### src/rtl/prbs_engine.sv
// Parametrised Fibonacci-LFSR PRBS generator/checker with lock tracking and error counting.
// Optional macro PRBS_ERR_INJECT_EN adds an 'inject' input that flips single generated bits.
module prbs_engine #(
    parameter int unsigned      WIDTH      = 7,
    parameter logic [WIDTH-1:0] TAPS       = 7'h60,
    parameter int unsigned      LOCK_CNT   = 16,
    parameter int unsigned      UNLOCK_CNT = 4,
    parameter int unsigned      CNT_W      = 16
) (
    input  logic             clock,
    input  logic             reset,
    input  logic             load,
    input  logic [WIDTH-1:0] seed,
    input  logic             enable,
    input  logic             mode,
    input  logic             rx_bit,
`ifdef PRBS_ERR_INJECT_EN
    input  logic             inject,
`endif
    output logic             tx_bit,
    output logic [WIDTH-1:0] state_out,
    output logic             locked,
    output logic             err_pulse,
    output logic [CNT_W-1:0] err_count
);

    localparam int unsigned FILL_W  = $clog2(WIDTH + 1);
    localparam int unsigned MATCH_W = $clog2(LOCK_CNT + 1);
    localparam int unsigned MISS_W  = $clog2(UNLOCK_CNT + 1);

    typedef enum logic [1:0] {HUNT, SYNC, LOCKED} fsm_e;

    fsm_e               fsm_q, fsm_d;
    logic [WIDTH-1:0]   lfsr_q, lfsr_d;
    logic               tx_q, tx_d;
    logic [FILL_W-1:0]  fill_q, fill_d;
    logic [MATCH_W-1:0] match_q, match_d;
    logic [MISS_W-1:0]  miss_q, miss_d;
    logic [CNT_W-1:0]   err_cnt_q, err_cnt_d;
    logic               err_pulse_q, err_pulse_d;
    logic               locked_q, locked_d;
    logic               mode_q;
    logic               fb_c;
    logic               in_bit_c;
    logic               step_c;
    logic               inj_c;

`ifdef PRBS_ERR_INJECT_EN
    assign inj_c = inject;
`else
    assign inj_c = 1'b0;
`endif

    assign fb_c = ^(lfsr_q & TAPS);

    // State register
    always_ff @(posedge clock) begin
        if (!reset) begin
            fsm_q       <= HUNT;
            lfsr_q      <= '1;
            tx_q        <= 1'b1;
            fill_q      <= '0;
            match_q     <= '0;
            miss_q      <= '0;
            err_cnt_q   <= '0;
            err_pulse_q <= 1'b0;
            locked_q    <= 1'b0;
            mode_q      <= 1'b0;
        end else begin
            fsm_q       <= fsm_d;
            lfsr_q      <= lfsr_d;
            tx_q        <= tx_d;
            fill_q      <= fill_d;
            match_q     <= match_d;
            miss_q      <= miss_d;
            err_cnt_q   <= err_cnt_d;
            err_pulse_q <= err_pulse_d;
            locked_q    <= locked_d;
            mode_q      <= mode;
        end
    end

    // Next state: load > mode change > enabled step
    always_comb begin
        fsm_d       = fsm_q;
        lfsr_d      = lfsr_q;
        tx_d        = tx_q;
        fill_d      = fill_q;
        match_d     = match_q;
        miss_d      = miss_q;
        err_cnt_d   = err_cnt_q;
        err_pulse_d = 1'b0;
        in_bit_c    = fb_c;
        step_c      = 1'b0;

        if (load) begin
            lfsr_d    = (seed == '0) ? '1 : seed;
            tx_d      = lfsr_d[WIDTH-1];
            fsm_d     = HUNT;
            fill_d    = '0;
            match_d   = '0;
            miss_d    = '0;
            err_cnt_d = '0;
        end else if (mode != mode_q) begin
            fsm_d   = HUNT;
            fill_d  = '0;
            match_d = '0;
            miss_d  = '0;
        end else if (enable) begin
            step_c = 1'b1;
            if (!mode) begin
                fsm_d   = HUNT;
                fill_d  = '0;
                match_d = '0;
                miss_d  = '0;
            end else begin
                case (fsm_q)
                    HUNT: begin
                        in_bit_c = rx_bit;
                        if (fill_q == FILL_W'(WIDTH - 1)) begin
                            fsm_d   = SYNC;
                            fill_d  = '0;
                            match_d = '0;
                        end else begin
                            fill_d = fill_q + FILL_W'(1);
                        end
                    end
                    SYNC: begin
                        in_bit_c = rx_bit;
                        if (rx_bit == fb_c) begin
                            if (match_q == MATCH_W'(LOCK_CNT - 1)) begin
                                fsm_d   = LOCKED;
                                match_d = '0;
                                miss_d  = '0;
                            end else begin
                                match_d = match_q + MATCH_W'(1);
                            end
                        end else begin
                            fsm_d   = HUNT;
                            fill_d  = '0;
                            match_d = '0;
                        end
                    end
                    LOCKED: begin
                        // Free-run on the prediction; received bits only score errors
                        in_bit_c = fb_c;
                        if (rx_bit != fb_c) begin
                            err_pulse_d = 1'b1;
                            if (err_cnt_q != '1) begin
                                err_cnt_d = err_cnt_q + CNT_W'(1);
                            end
                            if (miss_q == MISS_W'(UNLOCK_CNT - 1)) begin
                                fsm_d   = HUNT;
                                fill_d  = '0;
                                match_d = '0;
                                miss_d  = '0;
                            end else begin
                                miss_d = miss_q + MISS_W'(1);
                            end
                        end else begin
                            miss_d = '0;
                        end
                    end
                    default: fsm_d = HUNT;
                endcase
            end
            lfsr_d = {lfsr_q[WIDTH-2:0], in_bit_c};
            tx_d   = lfsr_d[WIDTH-1] ^ (inj_c & ~mode);
        end

        locked_d = (fsm_d == LOCKED);
    end

    assign tx_bit    = tx_q;
    assign state_out = lfsr_q;
    assign locked    = locked_q;
    assign err_pulse = err_pulse_q;
    assign err_count = err_cnt_q;

endmodule

### config.mk
export PLATFORM = sky130hd
export DESIGN_NAME = prbs_engine
export DESIGN_NICKNAME = d
export VERILOG_FILES = /design/src/rtl/prbs_engine.sv
export SDC_FILE = /design/constraint.sdc
export NUM_CORES = 1
export LEC_CHECK = 0
export BUFFER_PORTS_ARGS = -buffer_cell sky130_fd_sc_hd__clkbuf_2
export CAP_MARGIN = 15
export CELL_PAD_IN_SITES_DETAIL_PLACEMENT = 1
export CELL_PAD_IN_SITES_GLOBAL_PLACEMENT = 1
export CORE_ASPECT_RATIO = 0.8
export CORE_MARGIN = 2
export CORE_UTILIZATION = 39
export CTS_BUF_LIST = sky130_fd_sc_hd__clkbuf_2
export CTS_CLUSTER_SIZE = 10
export DETAILED_ROUTE_END_ITERATION = 8
export PLACE_DENSITY_LB_ADDON = 0.3
export SETUP_SLACK_MARGIN = 0.05
export SLEW_MARGIN = 20
export SYNTH_ARGS = -nofsm -noshare
export SYNTH_HDL_FRONTEND = slang
export SYNTH_SLANG_ARGS = --single-unit
### constraint.sdc
create_clock -name clock -period 2 [get_ports clock]
set_input_delay 0.3 -clock clock [delete_from_list [all_inputs] [get_ports clock]]
set_output_delay 0.3 -clock clock [all_outputs]
set_load 0.01 [all_outputs]
==> results of run 1 <==
==> power by group through the flow <==
stage | clock (mW) | sequential (mW) | combinational [mW]
floorplan | 0 | 0.824 | 0.102
global placement | 0 | 0.817 | 0.184
detailed placement | 0 | 0.818 | 0.188
CTS | 0.380 | 0.802 | 0.189
global route | 0.417 | 0.803 | 0.217
finish | 0.360 | 0.801 | 0.199
==> state kept, by name, indices dropped and copies added, names as in the netlist <==
signal,flops
err_count,16
state_out,7
match_q,5
fill_q,3
miss_q,3
fsm_q,2
err_pulse,1
locked,1
mode_q,1
==> final cells by class <==
type | count | area share [%]
multi-input cells | 197 | 50.23
flip-flops and latches | 39 | 29.05
repair buffers | 67 | 15.01
well taps | 65 | 2.993
clock buffers | 7 | 1.289
inverters | 9 | 1.243
clock inverters | 1 | 0.1842
==> logic make-up (layout without fill, tap and decap cells) <==
family	count (synthesis)	after routing	synth area share (%)
AOI/OAI and AO/OA	53	53	17.98
and+or+nand+nor	118	118	28.89
buffers and inverters	20	84	3.654
adders and majority gates	7	7	4.060
muxes	1	1	0.4641
DFF	39	39	36.19
xor gates and xnor gates	18	18	8.758
==> metal layers <==
metal  vias up  wire [µm]
met5         -          0
met4         0         12
met3         2        163
met2        24       2651
met1      1021       3077
li1       1056          -
==> stage by stage <==
| stage | instances | cell area [µm²] | total power [mW] | hold WS (ns) | setup TNS (ns) |
|---|---|---|---|---|---|
| 3_3_place_gp | 372 | 2570 | 1.001 | 0.4504 | 0 |
| 4_1_cts | 382 | 2669 | 1.371 | 0.1772 | 0 |
| 5_1_grt | 385 | 2718 | 1.438 | 0.1619 | -0.006123 |
| 3_5_place_dp | 372 | 2570 | 1.006 | 0.4517 | -0.03894 |
| 6_report | 385 | 2718 | 1.360 | 0.1867 | 0 |
| 2_1_floorplan | 256 | 2163 | 0.9262 | 0.4397 | 0 |
==> synth_stat cells, types with 3 or more instances <==
cell type	n	area share (%)
sky130_fd_sc_hd__nand3b_1	4	1.4
sky130_fd_sc_hd__nor4_1	8	2.3
sky130_fd_sc_hd__nand2b_1	4	1.2
sky130_fd_sc_hd__nand2_1	21	3.7
sky130_fd_sc_hd__a21oi_1	16	3.7
sky130_fd_sc_hd__nand4_1	7	2.0
sky130_fd_sc_hd__o211ai_1	7	2.4
sky130_fd_sc_hd__o21ai_0	5	1.2
sky130_fd_sc_hd__nand4b_1	3	1.2
sky130_fd_sc_hd__and2_1	5	1.5
sky130_fd_sc_hd__o21ai_1	3	0.70
sky130_fd_sc_hd__nand3_1	14	3.2
sky130_fd_sc_hd__inv_1	9	1.6
sky130_fd_sc_hd__nor3_1	5	1.2
sky130_fd_sc_hd__ha_1	7	4.1
sky130_fd_sc_hd__xnor2_1	16	6.5
sky130_fd_sc_hd__nor2_1	30	5.2
sky130_fd_sc_hd__a211oi_1	3	1.0
sky130_fd_sc_hd__or4_1	3	1.0
sky130_fd_sc_hd__nor2b_1	3	0.87
sky130_fd_sc_hd__dfxtp_1	39	36
sky130_fd_sc_hd__clkbuf_1	10	1.7
==> worst paths after layout <==
check	from	endpoint
setup reg to reg	state_out[5]	match_q[2]
hold reg to reg	match_q[4]	match_q[4]
hold / removal	mode	mode_q
setup / recovery	state_out[5]	match_q[2]
==> critical path, cell delays in order (launching register included) <==
cell                        delay (ns)
sky130_fd_sc_hd__dfxtp_2          0.38
sky130_fd_sc_hd__xnor3_2          0.42
sky130_fd_sc_hd__a2111oi_4        0.33
sky130_fd_sc_hd__nor3_2           0.09
sky130_fd_sc_hd__or4_1            0.47
sky130_fd_sc_hd__a21oi_1          0.15
==> repair_timing <==
item	4_1_cts	5_1_grt
setup buffers	2	3
hold buffers	0	0
pin swaps	1	4
setup endpoints to repair	4	6
resized for setup	9	8
==> reports/results.md, run 1 <==
* **run status** finished, final reports clean
* **fraction of layout cells with a size suffix above 1** 30.63%
* **Mapped Avg Cell Area** 8.426 µm²
* **number of global-route vias before repair** 2,128
* **power density cells** 500.6 nW/µm²
* **count of state elements after synthesis** 39
* **register-to-register setup slack** 0.09 ns
* **FP Rows** 24
* **data required time at the worst endpoint** 2.33 ns
* **setup repair after global routing missed its margin** true
* **transition time of the tightest slew-check pin** 0.4325 ns
* **max-cap check violation count** 0
* **maximum vdd ir drop** 0.2758 mV
* **DRC Markers** 0
* **height of the chip** 70.52 µm
* **pre-CTS setup slack** -0.02217 ns
* **clk_skew** 0.01431 ns
* **final core occ** 50.28%
* **area occupied by registers** 789.5 µm²
* **share of synthesized area occupied by flip-flops and latches** 36.19%
* **Seq pwr share** 58.9%
* **overflow left after global routing** 0
* **drt total wl** 5904 µm
* **commonest non-fill, non-tap cell in the layout** sky130_fd_sc_hd__clkbuf_2
* **fillers** 674
* **post-synthesis instance total** 256
* **clk_lat worst skew** 0.39 ns
* **Setup Crit Path Kind** register to register
* **static power due to leakage** 1.041 nW
* **hold-critical path depth** 2
* **internal power summed over all cells** 0.9787 mW
* **clock sink total** 39
* **ANT cells** 0
* **HPWL Detailed** 4489 µm
* **data arrival time at the worst-slack endpoint** 2.23 ns
* **effective utilization at floorplan** 39.91%
* **overall die area** 6146 µm²
* **power share of the combinational group** 14.7%
* **R2R depth** 5
* **global-route wire length before repair** 10,160 µm
* **core area** 5405 µm²
* **total number of vias** 2,103
* **Final Hold Violating Endpoints** 0
* **global routing usage summed across all routing layers** 20.31%
* **switching power** 0.3817 mW
* **TritonCTS clock tree** yes
* **commonest cells after routing, fill and taps aside** 45 x sky130_fd_sc_hd__clkbuf_2, 34 x sky130_fd_sc_hd__dfxtp_1, 30 x sky130_fd_sc_hd__nor2_1
* **GPL Wtd Cong** 0.8642
* **post-detailed-route via-to-cell ratio** 5.462
* **horizontal extent of the die** 87.15 µm
* **clock network fraction of total power** 26.5%
* **Clock Path Buffers** 2
* **dominant synthesized flop cell** sky130_fd_sc_hd__dfxtp_1
* **f_max** 524.6 MHz
* **worst relative slew slack** 70.86%
* **1st-iter DRT viols** 77
* **post-synthesis to final-layout area growth** 25.99%
* **Top Ports** 39
* **DR pass1 iterations** 4
* **Syn Std Cell Area** 2157 µm²
* **met1 Use GR** 30.07%
* **input/output buffers** 38
* **number of levels in the clock H-tree** 2
* **final count of negative-setup-slack endpoints** 0
* **antenna violations before repair** 0
* **distinct cell type count of the synthesized netlist** 51
* **footprint of the multi-input gates** 1365 µm²
* **post-CTS clock slew at the launch and capture registers of the worst setup and hold paths** 0.20 ns
* **net switching share of the total power** 28.06%
* **fraction of the cycle the final worst path needs** 95.31%
* **setup ws final** 0.09377 ns
* **Wirelength per Cell** 15.34 µm
* **shortest period the worst path allows** 1.906 ns
* **Synthesized Nets** 276
* **Synthesis Warnings** 0
* **global routing met2 resource utilization** 31.21%
* **largest net degree at the start of global routing** 18
* **number of buffers inserted during clock tree synthesis** 5
* **crit path capture type** register
* **highest net fanout along the worst path** 4
* **number of synthesized flops with an enable pin** 0
* **GRT Max-Usage Layer** met2
* **fin nets** 339
* **number of nets with antenna violations after detailed routing** 0
* **count of pins over their slew limit** 0
* **share of async-settable or async-resettable flops after synthesis** 0%
* **buffer cell driving the clock tree root** sky130_fd_sc_hd__clkbuf_2
* **worst min-delay path category** input pin to register
* **GR Layer Usage met3** 3.546%
* **startpoint kind of the worst setup timing path** register
No activity file was read; power rests on OpenSTA's default activity.
==> run 2: changes to the inputs <==
--- a/config.mk
+++ b/config.mk
@@ -19,2 +19,3 @@
 export SETUP_SLACK_MARGIN = 0.05
+export SKIP_LAST_GASP = 1
 export SLEW_MARGIN = 20
--- a/constraint.sdc
+++ b/constraint.sdc
@@ -3,2 +3,2 @@
 set_output_delay 0.3 -clock clock [all_outputs]
-set_load 0.01 [all_outputs]
+set_load 0.1 [all_outputs]
==> reports/results.md, run 2 (synthesis results as in run 1) <==
* **run status** finished, violations left
* **violations in the final reports** setup timing
* **FP Rows** 24
* **fin nets** 340
* **post-detailed-route via-to-cell ratio** 5.536
* **Clock Path Buffers** 2
* **number of global-route vias before repair** 2,184
* **Slowest cell on crit path** sky130_fd_sc_hd__or4_1
* **register-to-register setup slack** -0.02 ns
* **kind of cell with the highest combined delay on the critical path** simple AND/OR/NAND/NOR gates
* **post-CTS clock slew at the launch and capture registers of the worst setup and hold paths** 0.21 ns
* **final core occ** 51.27%
* **post-synthesis to final-layout area growth** 28.48%
* **global routing usage summed across all routing layers** 21.25%
* **number of buffers inserted for hold repair after clock tree synthesis** 0
* **highest net fanout along the worst path** 4
* **final count of negative-setup-slack endpoints** 1
* **number of buffers inserted during clock tree synthesis** 5
* **overflow left after global routing** 0
* **input/output buffers** 38
* **worst relative slew slack** 63.41%
* **ANT cells** 0
* **FF-to-FF Start** fill_q[0]
* **clk_lat worst skew** 0.38 ns
* **antenna violations before repair** 0
* **CP peak stage delay** 0.50 ns
* **fraction of layout cells with a size suffix above 1** 36.76%
* **max FFs per register** 16
* **startpoint kind of the worst setup timing path** register
* **clk_skew** 0.02104 ns
* **fraction of the cycle the final worst path needs** 100.8%
* **HPWL Detailed** 4407 µm
* **R2R depth** 6
* **maximum vdd ir drop** 0.3351 mV
* **transition time of the tightest slew-check pin** 0.5512 ns
* **commonest non-fill, non-tap cell in the layout** sky130_fd_sc_hd__clkbuf_2
* **shortest period the worst path allows** 2.016 ns
* **hold-critical path depth** 3
* **worst min-delay path category** input pin to register
* **setup repair after global routing missed its margin** true
* **global-route wire length before repair** 10,500 µm
* **cell-by-cell listing of the critical path** nand3b_1 -> buf_4 -> a2111oi_4 -> nor3_2 -> or4_1 -> a21oi_2
* **buffer cell driving the clock tree root** sky130_fd_sc_hd__clkbuf_2
* **buffers plus inverters on the worst setup path** 1
* **Top Ports** 39
* **Wirelength per Cell** 15.92 µm
* **data required time at the worst endpoint** 2.33 ns
* **start point of the worst hold path** seed[0]
* **worst r2r dst** match_q[2]
* **largest net degree at the start of global routing** 18
* **TritonCTS clock tree** yes
* **core area** 5405 µm²
* **drt total wl** 6145 µm
* **f_max** 496.2 MHz
* **number of levels in the clock H-tree** 2
* **power density cells** 513.8 nW/µm²
* **height of the chip** 70.52 µm
* **data arrival time at the worst-slack endpoint** 2.34 ns
* **crit path capture type** register
* **static power due to leakage** 1.058 nW
* **Setup Crit Path Kind** register to register
* **Final Hold Violating Endpoints** 0
* **Cell Count, Final, Fillers Out** 386
* **DRC Markers** 0
* **Placed Cells** 368
* **1st-iter DRT viols** 67
* **GPL Wtd Cong** 0.8104
* **max-cap check violation count** 0
* **endpoint of the worst hold path** state_out[0]
* **horizontal extent of the die** 87.15 µm
* **overall die area** 6146 µm²
* **total number of vias** 2,137
* **count of pins over their slew limit** 0
* **setup ws final** -0.01550 ns
* **commonest cells after routing, fill and taps aside** 44 x sky130_fd_sc_hd__clkbuf_2, 30 x sky130_fd_sc_hd__nor2_1, 30 x sky130_fd_sc_hd__buf_4
* **DR pass1 iterations** 4
* **number of nets with antenna violations after detailed routing** 0
* **effective utilization at floorplan** 39.91%
* **clock sink total** 39
[run 2: per-layer routing]
metal,track usage [%],up-vias,share of wire (%)
met5,0,-,0
met4,4.274,0,0.76
met3,3.901,4,4.0
met2,34.10,40,46
met1,30.07,1034,49
li1,-,1059,-
[run 2: worst max path at each step]
stage	from	endpoint	slack, ns	cells past startpoint
detailed placement	fsm_q[1]	match_q[2]	-0.07	8
global placement	fsm_q[0]	match_q[2]	0.04	7
global route	fill_q[0]	match_q[2]	-0.08	6
floorplan	state_out[6]	match_q[2]	-0.04	5
finish	fill_q[0]	match_q[2]	-0.02	6
CTS	fill_q[0]	match_q[2]	0.06	6
[run 2: cell type report]
cell class | count | area [µm²]
fillers | 678 | 2634
multi-input cells | 197 | 1379
flip-flops and latches | 39 | 823.3
repair buffers | 68 | 415.4
well taps | 65 | 81.33
inverters | 9 | 33.78
clock buffers | 6 | 30.03
clock inverters | 2 | 8.758
[run 2: repair_timing]
item	4_1_cts	5_1_grt
gates resized for setup	12	8
hold endpoints to repair	0	0
cloned	0	0
setup endpoints to repair	13	11
pin swaps	1	3
buffers inserted	4	6
[run 2: where the power goes]
part / total (mW) / leakage, nW / switching [mW] / internal, mW
Sequential: 0.799 / 0.328 / 0.0137 / 0.785
Clock: 0.344 / 0.0304 / 0.257 / 0.0863
Combinational: 0.281 / 0.700 / 0.195 / 0.0860
[run 2: through the flow]
| stage | area, µm² | setup TNS [ns] | hold WS, ns | setup WS [ns] | power (mW) |
|---|---|---|---|---|---|
| 3_3_place_gp | 2582 | 0 | 0.4516 | 0.03582 | 1.075 |
| 5_1_grt | 2771 | -0.1616 | 0.1787 | -0.07530 | 1.501 |
| 4_1_cts | 2690 | 0 | 0.1807 | 0.05951 | 1.425 |
| 2_1_floorplan | 2207 | -0.07973 | 0.4397 | -0.04042 | 1.010 |
| 6_report | 2771 | -0.01550 | 0.2094 | -0.01550 | 1.424 |
| 3_5_place_dp | 2582 | -0.07376 | 0.4715 | -0.06581 | 1.078 |
[run 2: worst min-delay path, delay by kind of cell]
kind | cells | cell delay [ns]
compound gates | 1 | 0.15
buf+inv | 1 | 0.08
simple gates | 1 | 0.04
